## src/rtl/pipelined_addsub.sv

```systemverilog
// pipelined_addsub: segmented carry-chained adder/subtractor, one SEG-bit slice per stage,
// with valid/ready handshakes and carry/overflow/zero flags registered alongside the sum.
module pipelined_addsub #(
    parameter int WIDTH = 32,
    parameter int SEG   = 8
) (
    input  logic             clk,
    input  logic             rst,
    input  logic             in_valid,
    output logic             in_ready,
    input  logic [WIDTH-1:0] a,
    input  logic [WIDTH-1:0] b,
    input  logic             cin,
    input  logic             sub,
    output logic             out_valid,
    input  logic             out_ready,
    output logic [WIDTH-1:0] sum,
    output logic             cout,
    output logic             ovf,
    output logic             zero
);
    localparam int NSEG = WIDTH / SEG;

    if (WIDTH % SEG != 0) begin : g_bad
        $error("pipelined_addsub: WIDTH must be a multiple of SEG");
    end

    logic adv;
    assign adv      = !out_valid || out_ready;
    assign in_ready = adv;

    genvar k;
    for (k = 0; k < NSEG; k++) begin : g_st
        localparam int HI = WIDTH - k * SEG;
        logic [HI-1:0]          ai, bi;
        logic                   ci, vi;
        logic [SEG:0]           r;
        logic [(k+1)*SEG-1:0]   sn, s_q;
        logic                   c_q, v_q;
        if (k == 0) begin : g_in
            assign ai = a;
            assign bi = sub ? ~b : b;
            assign ci = sub ? 1'b1 : cin;
            assign vi = in_valid;
            assign sn = r[SEG-1:0];
        end else begin : g_chain
            assign ai = g_st[k-1].g_fwd.a_q;
            assign bi = g_st[k-1].g_fwd.b_q;
            assign ci = g_st[k-1].c_q;
            assign vi = g_st[k-1].v_q;
            assign sn = {r[SEG-1:0], g_st[k-1].s_q};
        end
        assign r = {1'b0, ai[SEG-1:0]} + {1'b0, bi[SEG-1:0]} + {{SEG{1'b0}}, ci};
        always_ff @(posedge clk or posedge rst) begin
            if (rst) begin
                v_q <= 1'b0;
                c_q <= 1'b0;
                s_q <= '0;
            end else if (adv) begin
                v_q <= vi;
                c_q <= r[SEG];
                s_q <= sn;
            end
        end
        if (k < NSEG - 1) begin : g_fwd
            logic [HI-SEG-1:0] a_q, b_q;
            always_ff @(posedge clk or posedge rst) begin
                if (rst) begin
                    a_q <= '0;
                    b_q <= '0;
                end else if (adv) begin
                    a_q <= ai[HI-1:SEG];
                    b_q <= bi[HI-1:SEG];
                end
            end
        end else begin : g_fin
            // carry into the MSB is a^b^sum at that bit; xor with carry out gives overflow
            logic ovf_q, zero_q;
            always_ff @(posedge clk or posedge rst) begin
                if (rst) begin
                    ovf_q  <= 1'b0;
                    zero_q <= 1'b0;
                end else if (adv) begin
                    ovf_q  <= ai[SEG-1] ^ bi[SEG-1] ^ r[SEG-1] ^ r[SEG];
                    zero_q <= ~|sn;
                end
            end
        end
    end

    assign out_valid = g_st[NSEG-1].v_q;
    assign sum       = g_st[NSEG-1].s_q;
    assign cout      = g_st[NSEG-1].c_q;
    assign ovf       = g_st[NSEG-1].g_fin.ovf_q;
    assign zero      = g_st[NSEG-1].g_fin.zero_q;
endmodule

```

## config.mk

```make
export PLATFORM = sky130hd
export DESIGN_NAME = pipelined_addsub
export DESIGN_NICKNAME = d
export VERILOG_FILES = /design/src/rtl/pipelined_addsub.sv
export SDC_FILE = /design/constraint.sdc
export NUM_CORES = 1
export LEC_CHECK = 0
export CAP_MARGIN = 10
export CORE_ASPECT_RATIO = 0.9
export CORE_MARGIN = 2
export CORE_UTILIZATION = 45
export DETAILED_ROUTE_END_ITERATION = 16
export GPL_TIMING_DRIVEN = 0
export PLACE_DENSITY = 0.68
export SYNTH_ARGS = -nofsm -noshare
export SYNTH_HDL_FRONTEND = slang
export SYNTH_SLANG_ARGS = --single-unit
```

## constraint.sdc

```tcl
create_clock -name clk -period 7.4 [get_ports clk]
set_input_delay 1.11 -clock clk [delete_from_list [all_inputs] [get_ports clk]]
set_output_delay 1.11 -clock clk [all_outputs]
set_load 0.02 [all_outputs]
```

==> results.txt, run 1 <==
status: completed
IO Count: 107
effective utilization at floorplan: 0.458
Detailed Route WL: 19200 um
clock insertion delay at the later pin of the skew report: 0.43 ns
synthesis-stage register bit count: 186
largest stage delay on the critical path: 0.65 ns
number of buffers on the longest clock path: 2
number of buffers added on ports: 105
drt first pass iters: 6
Top delay family on crit path: buffers and inverters
number of remaining DRC errors: 0
pins over their slew limit: 0
placed cell areas: 9800 sq um
HP Class: flop to flop
worst endpoint data arrival time: 3.50 ns
R2R setup slack: 4.68 ns
initial DRC count: 400
part of the Yosys area used for sequential elements: 0.553
transition time at the pin with the least slew margin: 0.730 ns
total number of H-tree levels: 4
FF/Latch Area: 4650 sq um
first-pass GRT wire length: 31000 um
RSZ-0062 raised after global routing: no
leftover overflow at the end of global routing: 0
TritonCTS clock tree: built
post-synthesis to final-layout area growth: 23.1%
initial antenna violation count: 0
weighted congestion at the end of routability-driven global placement: 0.891
Cell Area, Synth: 8410 sq um
vertical extent of the die: 134 um
number of instances resized during post-cts repair: 0
Leakage: 5.07 nW
Reg clk slew, reported paths: 0.06 ns
horizontal die dimension: 148 um
endpoint of the worst hold path: g_st[2].v_q$_DFFE_PP0P_
cell area after layout: 10400 sq um
mean area per synthesized cell: 9.08 sq um
number of synthesis warnings: 0
post-DP HPWL: 14200 um
Floorplan Core Area: 18300 sq um
areal power density over the cells: 424 nW/um^2
count of cell types in the netlist: 37
row count: 47
pin count of the biggest net entering global routing: 105
share of cells above drive strength 1: 0.0575
hold path startpoint: g_st[2].v_q$_DFFE_PP0P_
clock tree root driver cell: clkbuf_16
post-layout min period: 4.61 ns
clock tree skew after final layout: 0.00654 ns
Post-synth top flop: dfrtp_1
maximum vdd drop: 0.191 mV
average wire per standard cell: 14.7 um
number of hold buffers added after cts: 0
Max-Cap Viols: 0
Critical Path Slowest Stage Cell: clkdlybuf4s50_1
instance count after placement with tap cells included: 1277
fraction of registers with async set or reset after synthesis: 1.00
number of global-route vias before repair: 6123
overall via count from detail_route: 6331
Fillers: 1733
CP Class: input port to output port
PnR Total Power: 4.39 mW
Antenna Nets Post-Route: 0
worst-case headroom to the max-slew limit: 0.513
sum of negative setup slack: 0 ns
post-layout net count: 1157
data required time of the worst path: 6.29 ns
final-report hold violation count: 0
cells after synthesis: 926
number of cells on the worst hold path: 2
number of standard cells in the final layout excluding fillers: 1306
maximum fanout along the worst path: 10
Ant. Diodes: 0
syn nets: 1032
number of cells on the worst reg-to-reg path: 7
area of the multi-input gates: 3490 sq um
die area: 19800 sq um
Critical R2R Capture: zero$_DFFE_PP0P_
post-route fraction of the period consumed by the critical path: 0.623
post-CTS setup buffer count: 0
ordered cell list for the critical path: clkdlybuf4s50_1 -> nor2b_1 -> buf_2 -> inv_2 -> clkbuf_1 -> buf_2 -> clkdlybuf4s50_1
Overall Global Routing Usage: 0.202
achievable clock frequency: 217 MHz
startpoint class of the critical path: input port
total number of clock tree sinks: 186
combined buffer and inverter count along the critical path: 6
Final setup viols: 0
total clock buffers created by CTS: 17
Reg-to-Reg Start: g_st[2].c_q$_DFFE_PP0P_
count of flip-flops with a built-in enable after synthesis: 0
post-detailed-route via-to-cell ratio: 4.85
critical path endpoint category: output port
-- flip-flops by register name, indices dropped and copies added (netlist names) --
name / flops
g_st.g_fwd.b_q: 48
g_st.s_q: 48
cout: 1
out_valid: 1
zero: 1
g_st.v_q: 3
g_st.c_q: 3
g_st.g_fwd.a_q: 48
sum: 32
ovf: 1
-- where the power goes --
group	leakage, nW	switching (mW)	internal [mW]	total (mW)
Combinational	2.55	1.02	0.755	1.78
Clock	0.276	0.374	0.491	0.865
Sequential	2.25	0.282	1.47	1.75
-- per-stage QoR --
step	hold slack [ns]	utilization	setup slack [ns]
2_1_floorplan	0.430	-	1.23
3_3_place_gp	0.445	0.532	-1.19
3_5_place_dp	0.447	0.534	2.73
4_1_cts	0.461	0.564	2.73
5_1_grt	0.486	0.564	2.64
6_report	0.462	0.564	2.79
-- worst min-delay path, delay by kind of cell, from the launching register on --
family | cells | cell delay, ns
AND/OR/NAND/NOR | 2 | 0.10
flip-flops | 1 | 0.34
-- cell families (layout without fill, tap and decap cells) --
group,Yosys count,in the layout,synth area share
buf+inv,63,198,0.0317
flops,186,186,0.553
simple gates,490,490,0.229
fa+ha+maj,36,36,0.0607
compound gates,102,102,0.0741
mux,2,2,0.00268
xor+xnor,47,47,0.0489
-- metal layers --
layer	global-route usage	vias to the layer above	wire [um]
li1	-	3198	-
met1	0.284	2989	9200
met2	0.320	128	8900
met3	0.0421	16	840
met4	0.0566	0	232
met5	0	-	0
-- worst max path at each step --
stage / slack (ns) / from / depth (start not counted) / to
3_3_place_gp: -1.19 / rst / 2 / g_st[0].g_fwd.a_q[10]$_DFFE_PP0P_
3_5_place_dp: 2.73 / out_ready / 7 / in_ready
6_report: 2.79 / out_ready / 7 / in_ready
5_1_grt: 2.64 / out_ready / 7 / in_ready
2_1_floorplan: 1.23 / rst / 1 / cout$_DFFE_PP0P_
4_1_cts: 2.73 / out_ready / 7 / in_ready
-- cells in the mapped netlist (all sizes together) (5+ instances only) --
| library cell | n | area share |
|---|---|---|
| a21oi | 14 | 0.0083 |
| ha | 28 | 0.042 |
| o31ai | 9 | 0.0080 |
| nand2 | 428 | 0.19 |
| xor2 | 15 | 0.016 |
| nor2 | 27 | 0.012 |
| dfrtp | 186 | 0.55 |
| clkbuf | 11 | 0.0049 |
| xnor2 | 32 | 0.033 |
| nor3 | 14 | 0.0089 |
| o21ai | 47 | 0.028 |
| fa | 8 | 0.019 |
| a21o | 5 | 0.0045 |
| buf | 33 | 0.018 |
| inv | 19 | 0.0085 |
| nor4 | 6 | 0.0045 |
| o21a | 8 | 0.0071 |
-- layout by cell type, fill, tap and decap left out, types with 4 or more instances in the layout --
master,netlist,layout
nor2b_1,4,4
o21ai_0,45,45
o21a_1,8,8
clkinv_2,0,5
xnor2_1,32,32
nor3_1,13,13
nor4_1,6,6
dfrtp_1,186,186
inv_1,18,17
clkbuf_16,0,17
buf_1,9,9
a21oi_1,14,14
a31oi_1,4,4
clkbuf_8,0,4
o21bai_1,4,4
o31ai_1,9,9
buf_2,24,24
clkbuf_1,11,11
fa_1,8,8
ha_1,28,28
clkdlybuf4s50_1,0,105
xor2_1,15,15
nor2_1,27,27
nand2_1,428,428
a21o_1,5,5
-- cell type report --
cell class / count / area share
buffer: 44 / 0.0188
clock buffer: 21 / 0.0464
clock inverter: 8 / 0.00689
inverter: 19 / 0.00761
multi-input combinational: 677 / 0.337
sequential: 186 / 0.449
tap: 245 / 0.0296
timing repair buffer: 106 / 0.104
No activity file was read; power rests on OpenSTA's default activity.
==> inputs of run 2 (changes only) <==
==> constraint.sdc (replaced) <==
create_clock -name clk -period 4.4 [get_ports clk]
set_input_delay 0.66 -clock clk [delete_from_list [all_inputs] [get_ports clk]]
set_output_delay 0.66 -clock clk [all_outputs]
set_load 0.02 [all_outputs]
==> results.txt, run 2 (synthesis results as in run 1) <==
post-route fraction of the period consumed by the critical path: 0.862
Antenna Nets Post-Route: 0 (unchanged)
row count: 47 (unchanged)
data required time of the worst path: 3.74 ns (was 6.29 ns)
leftover overflow at the end of global routing: 0 (unchanged)
final design utilization: 0.570 (was 0.564)
largest stage delay on the critical path: 0.66 ns (was 0.65 ns)
largest registers in the final layout: g_st.g_fwd.a_q: 48 flops, g_st.g_fwd.b_q: 48 flops, g_st.s_q: 48 flops (unchanged)
weighted congestion at the end of routability-driven global placement: 0.916 (was 0.891)
number of global-route vias before repair: 6249 (was 6123)
pins over their slew limit: 0 (unchanged)
post-layout net count: 1160 (was 1157)
endpoint of the worst hold path: sum[1]$_DFFE_PP0P_ (was g_st[2].v_q$_DFFE_PP0P_)
horizontal die dimension: 148 um (unchanged)
number of cells on the worst hold path: 2 (unchanged)
pre-CTS setup slack: 0.590 ns (was 2.73 ns)
Critical Path Slowest Stage Cell: clkdlybuf4s50_1 (unchanged)
TritonCTS clock tree: built (unchanged)
final critical-path setup slack: 0.608 ns (was 2.79 ns)
achievable clock frequency: 264 MHz
Final setup viols: 0 (unchanged)
worst-case headroom to the max-slew limit: 0.403 (was 0.513)
Reg clk slew, reported paths: 0.06 ns (about the same)
vertical extent of the die: 134 um (unchanged)
Fillers: 1668 (was 1733)
drt first pass iters: 5 (was 6)
first-pass GRT wire length: 32100 um (was 31000 um)
status: completed (unchanged)
share of cells above drive strength 1: 0.0591 (was 0.0575)
total number of clock tree sinks: 186 (unchanged)
pin count of the biggest net entering global routing: 43 (was 105)
number of standard cells in the final layout excluding fillers: 1312 (was 1306)
clock tree root driver cell: clkbuf_16 (unchanged)
Critical R2R Capture: zero$_DFFE_PP0P_ (unchanged)
effective utilization at floorplan: 0.458 (unchanged)
average wire per standard cell: 14.9 um (was 14.7 um)
maximum fanout along the worst path: 10 (unchanged)
die area: 19800 sq um (unchanged)
instance count after placement with tap cells included: 1280 (was 1277)
post-CTS setup buffer count: 0 (unchanged)
worst endpoint data arrival time: 3.13 ns (was 3.50 ns)
Leakage: 5.10 nW (was 5.07 nW)
CP Class: input port to output port (unchanged)
final-report hold violation count: 0 (unchanged)
worst hold margin: 0.465 ns (was 0.462 ns)
post-detailed-route via-to-cell ratio: 4.87 (was 4.85)
number of cells on the worst reg-to-reg path: 7 (unchanged)
critical path endpoint category: output port (unchanged)
post-synthesis to final-layout area growth: 24.2% (was 23.1%)
clock insertion delay at the later pin of the skew report: 0.43 ns (about the same)
total number of H-tree levels: 4 (unchanged)
number of buffers added on ports: 105 (unchanged)
PnR Total Power: 7.51 mW (was 4.39 mW)
post-layout min period: 3.79 ns
hold path startpoint: sum[1]$_DFFE_PP0P_ (was g_st[2].v_q$_DFFE_PP0P_)
ordered cell list for the critical path: clkdlybuf4s50_1 -> nor2b_1 -> buf_2 -> inv_2 -> clkbuf_1 -> buf_2 -> clkdlybuf4s50_1 (unchanged)
IO Count: 107 (unchanged)
Reg-to-Reg Start: g_st[2].c_q$_DFFE_PP0P_ (unchanged)
post-DP HPWL: 14600 um (was 14200 um)
number of remaining DRC errors: 0 (unchanged)
most common library cell in the layout ignoring fill and taps: nand2_1 (unchanged)
initial antenna violation count: 1 (was 0)
Floorplan Core Area: 18300 sq um (unchanged)
number of buffers on the longest clock path: 2 (unchanged)
RSZ-0062 raised after global routing: no (unchanged)
overall via count from detail_route: 6383 (was 6331)
clock tree skew after final layout: 0.00863 ns (was 0.00654 ns)
total clock buffers created by CTS: 17 (unchanged)
HP Class: flop to flop (unchanged)
maximum vdd drop: 0.362 mV (was 0.191 mV)
Detailed Route WL: 19500 um (was 19200 um)
initial DRC count: 453 (was 400)
Max-Cap Viols: 0 (unchanged)
most frequent cells in the layout: nand2_1, dfrtp_1, clkdlybuf4s50_1 (unchanged)
R2R setup slack: 1.74 ns (was 4.68 ns)
number of hold buffers added after cts: 0 (unchanged)
startpoint class of the critical path: input port (unchanged)
transition time at the pin with the least slew margin: 0.893 ns (was 0.730 ns)
number of instances resized during post-cts repair: 0 (unchanged)
Overall Global Routing Usage: 0.210 (was 0.202)
areal power density over the cells: 719 nW/um^2 (was 424 nW/um^2)
-- run 2: worst max-delay path, delay by kind of cell --
| kind | cells | cell delay [ns] |
|---|---|---|
| and+or+nand+nor | 1 | 0.12 |
| buffers and inverters | 6 | 2.34 |
-- run 2: routing by layer --
layer	part of all wire	GRT usage	vias up
li1	-	-	3204
met1	0.48	0.296	2998
met2	0.45	0.327	153
met3	0.047	0.0473	28
met4	0.018	0.0630	0
met5	0	0	-
-- run 2: report_power, final --
| group | total, mW | switching [mW] | internal [mW] |
|---|---|---|---|
| logic | 3.01 | 1.73 | 1.27 |
| clock network | 1.56 | 0.624 | 0.933 |
| registers | 2.95 | 0.476 | 2.47 |
| total | 7.51 | 2.83 | 4.68 |
-- run 2: worst max-delay path by stage --
| stage | slack (ns) | to | start | cells after the start |
|---|---|---|---|---|
| 3_5_place_dp | 0.59 | in_ready | out_ready | 7 |
| 5_1_grt | 0.45 | in_ready | out_ready | 7 |
| 3_3_place_gp | -0.15 | g_st[0].g_fwd.a_q[10]$_DFFE_PP0P_ | rst | 2 |
| 4_1_cts | 0.58 | in_ready | out_ready | 7 |
| 6_report | 0.61 | in_ready | out_ready | 7 |
| 2_1_floorplan | 1.26 | g_st[0].c_q$_DFFE_PP0P_ | sub | 11 |
-- run 2: layout make-up --
class	count	area (sq um)	area share
timing repair buffer	109	1130	0.108
clock inverter	8	118	0.0113
sequential	186	4650	0.445
antenna	1	2.50	0.000239
buffer	44	195	0.0187
multi-input combinational	677	3490	0.334
clock buffer	23	478	0.0457
tap	245	307	0.0293
inverter	19	75.1	0.00718
-- run 2: through the flow --
stage | setup TNS [ns] | instance area [sq um]
floorplan | 0 | 8410
global placement | -23.92 | 9770
detailed placement | 0 | 9850
CTS | 0 | 10400
global route | 0 | 10400
finish | 0 | 10500
